## src/rtl/instr_decoder.sv

```systemverilog
// Instruction decoder: turns 40-bit words into unit/func micro-ops and expands vector opcodes
// into VLEN elements. Define INSTR_DECODER_ILLEGAL_CNT_EN to add the illegal_count output.
module instr_decoder #(
  parameter int unsigned VLEN       = 4,
  parameter int unsigned DST_STRIDE = 1,
  parameter int unsigned ELEM_W     = (VLEN > 1) ? $clog2(VLEN) : 1
) (
  input  logic              clk,
  input  logic              rst_n,
  input  logic              in_valid,
  output logic              in_ready,
  input  logic [39:0]       in_instr,
  output logic              out_valid,
  input  logic              out_ready,
  output logic [1:0]        out_unit,
  output logic [3:0]        out_func,
  output logic [31:0]       out_dst,
  output logic              out_vector,
  output logic [ELEM_W-1:0] out_elem,
  output logic              out_last,
  output logic              illegal
`ifdef INSTR_DECODER_ILLEGAL_CNT_EN
  ,
  output logic [15:0]       illegal_count
`endif
);

  typedef enum logic [0:0] {StIdle, StIssue} state_e;

  localparam logic [1:0] UnitArith = 2'd0;
  localparam logic [1:0] UnitLogic = 2'd1;
  localparam logic [1:0] UnitSfu   = 2'd2;
  localparam logic [ELEM_W-1:0] ElemLast = ELEM_W'(VLEN - 1);

  state_e             state_q, state_d;
  logic [1:0]         unit_q, unit_d;
  logic [3:0]         func_q, func_d;
  logic [31:0]        dst_q, dst_d;
  logic               vector_q, vector_d;
  logic [ELEM_W-1:0]  elem_q, elem_d, elem_inc;
  logic               last_q, last_d;
  logic               illegal_q, illegal_d;

  logic [7:0]         op;
  logic               dec_legal;
  logic [1:0]         dec_unit;
  logic [3:0]         dec_func;
  logic               dec_vector;
  logic               accept;

  assign op = in_instr[39:32];

  always_comb begin
    dec_legal  = 1'b1;
    dec_unit   = UnitArith;
    dec_func   = 4'd0;
    dec_vector = 1'b0;
    if (op <= 8'd3) begin
      dec_func = op[3:0];
    end else if (op <= 8'd7) begin
      dec_unit = UnitLogic;
      dec_func = 4'(op - 8'd4);
    end else if (op <= 8'd16) begin
      dec_unit = UnitSfu;
      dec_func = 4'(op - 8'd8);
    end else if (op <= 8'd20) begin
      dec_func   = 4'(op - 8'd17);
      dec_vector = 1'b1;
    end else begin
      dec_legal = 1'b0;
    end
  end

  // A new word may slip in on the same cycle the final micro-op is taken.
  assign in_ready = (state_q == StIdle) || ((state_q == StIssue) && out_ready && last_q);
  assign accept   = in_valid && in_ready;
  assign elem_inc = elem_q + 1'b1;

  always_comb begin
    state_d   = state_q;
    unit_d    = unit_q;
    func_d    = func_q;
    dst_d     = dst_q;
    vector_d  = vector_q;
    elem_d    = elem_q;
    last_d    = last_q;
    illegal_d = 1'b0;
    if (accept) begin
      if (dec_legal) begin
        state_d  = StIssue;
        unit_d   = dec_unit;
        func_d   = dec_func;
        dst_d    = in_instr[31:0];
        vector_d = dec_vector;
        elem_d   = '0;
        last_d   = !dec_vector || (VLEN == 1);
      end else begin
        state_d   = StIdle;
        illegal_d = 1'b1;
      end
    end else if ((state_q == StIssue) && out_ready) begin
      if (last_q) begin
        state_d = StIdle;
      end else begin
        elem_d = elem_inc;
        dst_d  = dst_q + DST_STRIDE;
        last_d = (elem_inc == ElemLast);
      end
    end
  end

  always_ff @(posedge clk or negedge rst_n) begin
    if (!rst_n) begin
      state_q   <= StIdle;
      unit_q    <= '0;
      func_q    <= '0;
      dst_q     <= '0;
      vector_q  <= 1'b0;
      elem_q    <= '0;
      last_q    <= 1'b0;
      illegal_q <= 1'b0;
    end else begin
      state_q   <= state_d;
      unit_q    <= unit_d;
      func_q    <= func_d;
      dst_q     <= dst_d;
      vector_q  <= vector_d;
      elem_q    <= elem_d;
      last_q    <= last_d;
      illegal_q <= illegal_d;
    end
  end

  assign out_valid  = (state_q == StIssue);
  assign out_unit   = unit_q;
  assign out_func   = func_q;
  assign out_dst    = dst_q;
  assign out_vector = vector_q;
  assign out_elem   = elem_q;
  assign out_last   = last_q;
  assign illegal    = illegal_q;

`ifdef INSTR_DECODER_ILLEGAL_CNT_EN
  logic [15:0] cnt_q;

  // Counts alongside the illegal pulse so both are visible in the same cycle.
  always_ff @(posedge clk or negedge rst_n) begin
    if (!rst_n) begin
      cnt_q <= '0;
    end else if (illegal_d && (cnt_q != 16'hFFFF)) begin
      cnt_q <= cnt_q + 16'd1;
    end
  end

  assign illegal_count = cnt_q;
`endif

endmodule

```

## config.mk

```make
export PLATFORM = sky130hd
export DESIGN_NAME = instr_decoder
export DESIGN_NICKNAME = d
export VERILOG_FILES = /design/src/rtl/instr_decoder.sv
export SDC_FILE = /design/constraint.sdc
export NUM_CORES = 1
export LEC_CHECK = 0
export ABC_AREA = 1
export CORE_ASPECT_RATIO = 1.25
export CORE_MARGIN = 4
export CORE_UTILIZATION = 30
export DETAILED_ROUTE_END_ITERATION = 12
export PLACE_DENSITY = 0.63
export SYNTH_ARGS = -nofsm -noshare
export SYNTH_HDL_FRONTEND = slang
export SYNTH_SLANG_ARGS = --single-unit
export TNS_END_PERCENT = 30
```

## constraint.sdc

```tcl
create_clock -name clk -period 3.2 [get_ports clk]
set_input_delay 0.32 -clock clk [delete_from_list [all_inputs] [get_ports clk]]
set_output_delay 0.32 -clock clk [all_outputs]
set_load 0.005 [all_outputs]
```

==> results of run 1 <==
[layout make-up]
type,count,share of cell area
clock inverters,3,0.00950
inverters,52,0.0442
multi-input cells,435,0.435
clock buffers,5,0.0279
well taps,132,0.0369
repair buffers,91,0.201
flip-flops and latches,44,0.246
[cell usage in the layout (no fill, tap or decap), types with 2 or more instances in the layout]
| cell type | synthesis | final |
|---|---|---|
| inv_2 | 3 | 3 |
| ha_1 | 8 | 8 |
| nor2_2 | 4 | 4 |
| clkbuf_16 | 0 | 5 |
| nand2_1 | 224 | 224 |
| nor2_1 | 72 | 72 |
| buf_4 | 0 | 3 |
| clkdlybuf4s50_1 | 0 | 87 |
| o211ai_1 | 5 | 5 |
| o21ai_0 | 14 | 14 |
| inv_1 | 47 | 47 |
| dfrtp_1 | 44 | 44 |
| nand2_4 | 3 | 3 |
| or2_2 | 7 | 7 |
| nand2_2 | 4 | 4 |
| nand3_1 | 58 | 58 |
| o21ai_1 | 6 | 6 |
| a21oi_1 | 19 | 19 |
| nand4_1 | 2 | 2 |
[registers in the layout, summed over array words and instances, names as in the netlist]
signal / count
out_elem: 2
illegal: 1
out_vector: 1
out_func: 4
out_valid: 1
out_dst: 32
out_unit: 2
out_last: 1
[per-layer routing]
layer | up-vias | wire [um]
li1 | 1889 | -
met2 | 84 | 4920
met5 | - | 0
met4 | 0 | 231
met1 | 1598 | 4590
met3 | 16 | 462
[logic make-up (layout without fill, tap and decap cells)]
| family | after synthesis | count (layout) | synth area share |
|---|---|---|---|
| adders and majority gates | 8 | 8 | 0.0301 |
| and+or+nand+nor | 378 | 378 | 0.474 |
| xor gates and xnor gates | 1 | 1 | 0.00263 |
| AOI/OAI and AO/OA | 48 | 48 | 0.0785 |
| buffers and inverters | 67 | 151 | 0.0846 |
| DFF | 44 | 44 | 0.331 |
[worst min path at each step]
stage	startpoint	end	slack (ps)	depth (start not counted)
after floorplan	rst_n	illegal$_DFF_PN0_	20	0
after global placement	out_vector$_DFFE_PN0P_	out_vector$_DFFE_PN0P_	460	2
after detailed placement	out_func[2]$_DFFE_PN0P_	out_func[2]$_DFFE_PN0P_	470	2
after CTS	rst_n	out_dst[17]$_DFFE_PN0P_	250	1
after global routing	rst_n	out_dst[19]$_DFFE_PN0P_	290	1
final	rst_n	out_dst[8]$_DFFE_PN0P_	190	1
[stage by stage]
| step | instances | utilization |
|---|---|---|
| 4_1_cts | 762 | 0.418 |
| 2_1_floorplan | 546 | - |
| 6_report | 762 | 0.418 |
| 5_1_grt | 762 | 0.418 |
| 3_5_place_dp | 754 | 0.402 |
| 3_3_place_gp | 754 | 0.402 |
[power by group]
part / switching, mW / internal (mW)
logic: 0.703 / 0.763
registers: 0.353 / 0.790
clock network: 0.225 / 0.367
==> results.py, run 1 <==
metrics = {
    "outcome": {
        "status": "complete, no violations",
    },
    "setup_path": {
        "critPathTopFamily": "buffers and inverters",
        "path_cells": "clkdlybuf4s50_1, inv_1, ha_1, nand2_1, nand2_1, nand2_2, nand2_2, nand2_4, nand2_4, inv_2, o21ai_1",
        "end_kind": "register",
        "critPathLaunchType": "input port",
        "path_max_fanout": 31,
        "path_buf_inv": 3,
        "reg2reg_depth": 10,
        "path_depth": 11,
        "endpoint": "out_dst[7]$_DFFE_PN0P_",
        "cpPeakStageDelay_ps": 530,
        "r2r_start": "out_dst[0]$_DFFE_PN0P_",
        "required_ps": 3360,
        "arrival_ps": 2200,
        "worstReg2RegEnd": "out_dst[30]$_DFFE_PN0P_",
        "reg2reg_slack_ps": 1310,
        "crit_type": "input port to register",
        "crit_path_top_delay_cell": "clkdlybuf4s50_1",
        "critical_path.startpoint": "in_instr[32]",
    },
    "place": {
        "dp_hpwl_um": 8080,
        "io_buffer_count": 88,
        "dpl_worst_slack_ps": 835,
        "post_dp_cell_area_sq_um": 4310,
        "gp_congestion": 0.960,
    },
    "routing": {
        "wl_per_cell_um": 13.4,
        "drt-total-wl_um": 10200,
        "via_per_inst": 4.71,
        "drtAntennaViolNets": 0,
        "first_pass_iters": 4,
        "drc_errors": 0,
        "drt_iter0_drc": 138,
        "vias": 3587,
    },
    "logic_synthesis": {
        "yosysMostFrequentCell": "nand2_1",
        "async_flop_share": 1.00,
        "synth_edf_count": 0,
        "yosys_warnings": 0,
        "ys.flop_type": "dfrtp_1",
        "avgSynthCellArea_sq_um": 6.10,
        "yosys_register_bits": 44,
        "synth_top_area_frac": 0.331,
        "ys_seq_area_frac": 0.331,
        "syn-cell-area_sq_um": 3330,
        "synth_cells": 546,
        "synth_fp_nets": 598,
        "ys_top_cells_by_count": "nand2_1 (224), nor2_1 (72), nand3_1 (58)",
        "synthTopCellsByArea": "dfrtp_1 (33%), nand2_1 (25%), nand3_1 (8.7%), nor2_1 (8.1%), inv_1 (5.3%)",
        "yosysUniqueCellTypes": 30,
        "yosysTopAreaCell": "dfrtp_1",
    },
    "pwr": {
        "total_power_mw": 3.20,
        "ir_drop_mv": 0.250,
        "p_per_area_nw_per_um2": 715,
        "power.leakage_nw": 2.03,
    },
    "clock_network": {
        "cts_root_buf": "clkbuf_16",
        "cts_setup_buffers": 0,
        "numClockSinks": 44,
        "clk_latency_ps": 290,
        "ctsHoldBuffers": 0,
        "clockBufferDepth": 2,
        "cts_resized": 0,
        "htreeDepth": 2,
        "clk_pin_slew_ps": 60,
        "cts_tree": "built",
        "cts_buffers": 5,
    },
    "sta": {
        "finClkSkew_ps": 4.94,
        "rsz0062_at_grt": "false",
        "finalHoldViolations": 0,
        "period_needed_ps": 2040,
        "setup_ws_ps": 1160,
        "report.final.slew_viol_count": 0,
        "hold_slack_ps": 193,
        "setup_viol": 0,
        "worstMarginPinSlew_ps": 976,
        "slew-limit-headroom": 0.349,
        "fin_setup_tns_ps": 0,
        "fin_crit_sh": 0.639,
        "timing.fmax_ghz": 0.489,
    },
    "final_layout": {
        "final_area_sq_um": 4480,
        "n_antenna_cell": 0,
        "drive_gt1_frac": 0.0571,
        "fill_cells": 1160,
        "design.final.nets": 681,
        "multi_input_area_sq_um": 1950,
        "regArea_sq_um": 1100,
        "syn_to_final_growth_pct": 34.5,
    },
    "die": {
        "die_x_um": 102,
        "num_rows": 42,
        "die_h_um": 126,
        "io_pins": 89,
        "core-area_sq_um": 10700,
        "start_util": 0.311,
        "dieArea_sq_um": 12900,
    },
    "global_routing": {
        "grt_remaining_overflow": 0,
        "grt_use_met2": 0.276,
        "use_met1": 0.207,
        "antenna_found_initial": 0,
        "gr-usage-all-layers": 0.164,
        "grt-busiest-layer": "met2",
        "use_met3": 0.0282,
        "grt_pass1_vias": 3518,
        "grt_pass1_wl_um": 17100,
        "grt_max_degree": 45,
    },
    "worst_hold_path": {
        "min_path_type": "input port to asynchronous set/reset pin",
    },
    "job": {
        "maxCapViolations": 0,
    },
}
No activity file was read; power rests on OpenSTA's default activity.
==> run 2, diff against run 1 <==
Settings changed: PLACE_DENSITY 0.63 to 0.65.
Clock period 3.2 ns to 1.8 ns, I/O delays scaled along.
==> results.py, run 2 (synthesis results as in run 1) <==
metrics = {
    "place": {
        "post_dp_cell_area_sq_um": 4610,
        "dp_hpwl_um": 8640,
        "io_buffer_count": 88,
        "dp_cells": 784,
        "dpl_worst_slack_ps": -116,
        "gp_congestion": 0.906,
    },
    "sta": {
        "timing.fmax_ghz": 0.609,
        "worstMarginPinSlew_ps": 573,
        "finClkSkew_ps": 3.65,
        "fin_setup_tns_ps": 0,
        "hold_slack_ps": 420,
        "fin_crit_sh": 0.913,
        "setup_ws_ps": 157,
        "rsz0062_at_grt": "false",
        "finalHoldViolations": 0,
        "slew-limit-headroom": 0.618,
        "report.final.slew_viol_count": 0,
        "period_needed_ps": 1640,
        "setup_viol": 0,
    },
    "setup_path": {
        "crit_type": "register to register",
        "critPathLaunchType": "register",
        "path_max_fanout": 4,
        "cpMostUsedCell": "nand2_1",
        "critPathTopFamily": "simple AND/OR/NAND/NOR gates",
        "path_cells": "ha_1, nand2_1, nor2_1, nand2_1, nor2_1, nand2_1, nand2_1, nand3_1, nand2_1, nand2_1",
        "end_kind": "register",
        "required_ps": 1990,
        "r2r_start": "out_dst[0]$_DFFE_PN0P_",
        "reg2reg_depth": 10,
        "cpPeakStageDelay_ps": 360,
        "arrival_ps": 1830,
        "reg2reg_slack_ps": 160,
        "path_buf_inv": 0,
        "crit_path_top_delay_cell": "dfrtp_1",
        "worstReg2RegEnd": "out_dst[30]$_DFFE_PN0P_",
    },
    "global_routing": {
        "gr-usage-all-layers": 0.168,
        "grt_remaining_overflow": 0,
        "grt_max_degree": 43,
        "grt_pass1_vias": 3626,
        "antenna_found_initial": 0,
        "grt_pass1_wl_um": 17400,
    },
    "routing": {
        "via_per_inst": 4.71,
        "first_pass_iters": 4,
        "drt_iter0_drc": 171,
        "vias": 3733,
        "drt-total-wl_um": 10600,
        "drtAntennaViolNets": 0,
        "wl_per_cell_um": 13.3,
        "drc_errors": 0,
    },
    "outcome": {
        "status": "complete, no violations",
    },
    "pwr": {
        "ir_drop_mv": 0.481,
        "total_power_mw": 5.87,
        "power_switching_mw": 2.33,
        "swShare": 0.398,
        "power.leakage_nw": 2.20,
        "combPwrFrac": 0.500,
        "seq_power_share": 0.336,
        "cell_internal_pwr_mw": 3.53,
        "p_clk_frac": 0.164,
        "p_per_area_nw_per_um2": 1230,
    },
    "die": {
        "num_rows": 42,
        "dieArea_sq_um": 12900,
        "start_util": 0.311,
        "io_pins": 89,
        "core-area_sq_um": 10700,
        "die_h_um": 126,
        "die_x_um": 102,
    },
    "final_layout": {
        "post-route-util": 0.446,
        "syn_to_final_growth_pct": 43.5,
        "final_cell_mix": "nand2_1 (224), clkdlybuf4s50_1 (87), nor2_1 (70), nand3_1 (58), inv_1 (47)",
        "largest_register_ffs": 32,
        "final_area_sq_um": 4780,
        "drive_gt1_frac": 0.103,
        "multi_input_area_sq_um": 1950,
        "final_common_cell": "nand2_1",
        "fill_cells": 1172,
        "design.final.nets": 712,
        "fin_cells": 793,
        "n_antenna_cell": 0,
        "regArea_sq_um": 1100,
    },
    "clock_network": {
        "cts_buffers": 5,
        "cts_root_buf": "clkbuf_16",
        "numClockSinks": 44,
        "clk_latency_ps": 290,
        "htreeDepth": 2,
        "clk_pin_slew_ps": 70,
        "cts_tree": "built",
        "clockBufferDepth": 2,
    },
    "job": {
        "maxCapViolations": 0,
    },
    "worst_hold_path": {
        "min_path_type": "input port to asynchronous set/reset pin",
    },
}
run 2: worst max path at each step:
| stage | startpoint | to | slack, ps | cells after the start |
|---|---|---|---|---|
| after floorplan | out_dst[0]$_DFFE_PN0P_ | out_dst[30]$_DFFE_PN0P_ | 340 | 10 |
| after global placement | in_instr[34] | out_elem[0]$_DFFE_PN0P_ | -80 | 13 |
| after detailed placement | in_instr[34] | out_dst[6]$_DFFE_PN0P_ | -120 | 13 |
| after CTS | out_dst[0]$_DFFE_PN0P_ | out_dst[30]$_DFFE_PN0P_ | 150 | 10 |
| after global routing | out_dst[0]$_DFFE_PN0P_ | out_dst[24]$_DFFE_PN0P_ | 7 | 10 |
| final | out_dst[0]$_DFFE_PN0P_ | out_dst[30]$_DFFE_PN0P_ | 160 | 10 |
run 2: routing by layer:
layer	global-route usage	wire [um]
met1	0.206	4470
met3	0.0321	648
met5	0	0
met2	0.296	5230
met4	0.0479	208
run 2: power groups by stage:
stage / clock network, mW / registers [mW] / logic, mW
detailed placement: 0 / 1.99 / 2.97
global placement: 0 / 1.97 / 2.93
floorplan: 0 / 1.91 / 1.39
CTS: 0.987 / 1.98 / 2.98
finish: 0.964 / 1.97 / 2.93
global route: 1.02 / 2.07 / 3.31
run 2: layout make-up:
type                    count  share of cell area
clock buffers               6              0.0291
well taps                 132              0.0346
clock inverters             2             0.00314
multi-input cells         435               0.408
inverters                  52              0.0414
repair buffers            122               0.253
flip-flops and latches     44               0.230
run 2: timing repair:
action,CTS,global route
hold endpoints to repair,21,0
resized for setup,0,2
hold buffers,1,0
endpoints found under the setup margin,0,2
buffers inserted,0,0
run 2: worst register-to-register path, stage by stage (launching register included):
cell and delay [ps]:
dfrtp_1 360, ha_1 200, nand2_1 80, nor2_1 160
nand2_1 140, nor2_1 300, nand2_1 100, nand2_1 60
nand3_1 60, nand2_1 60, nand2_1 40
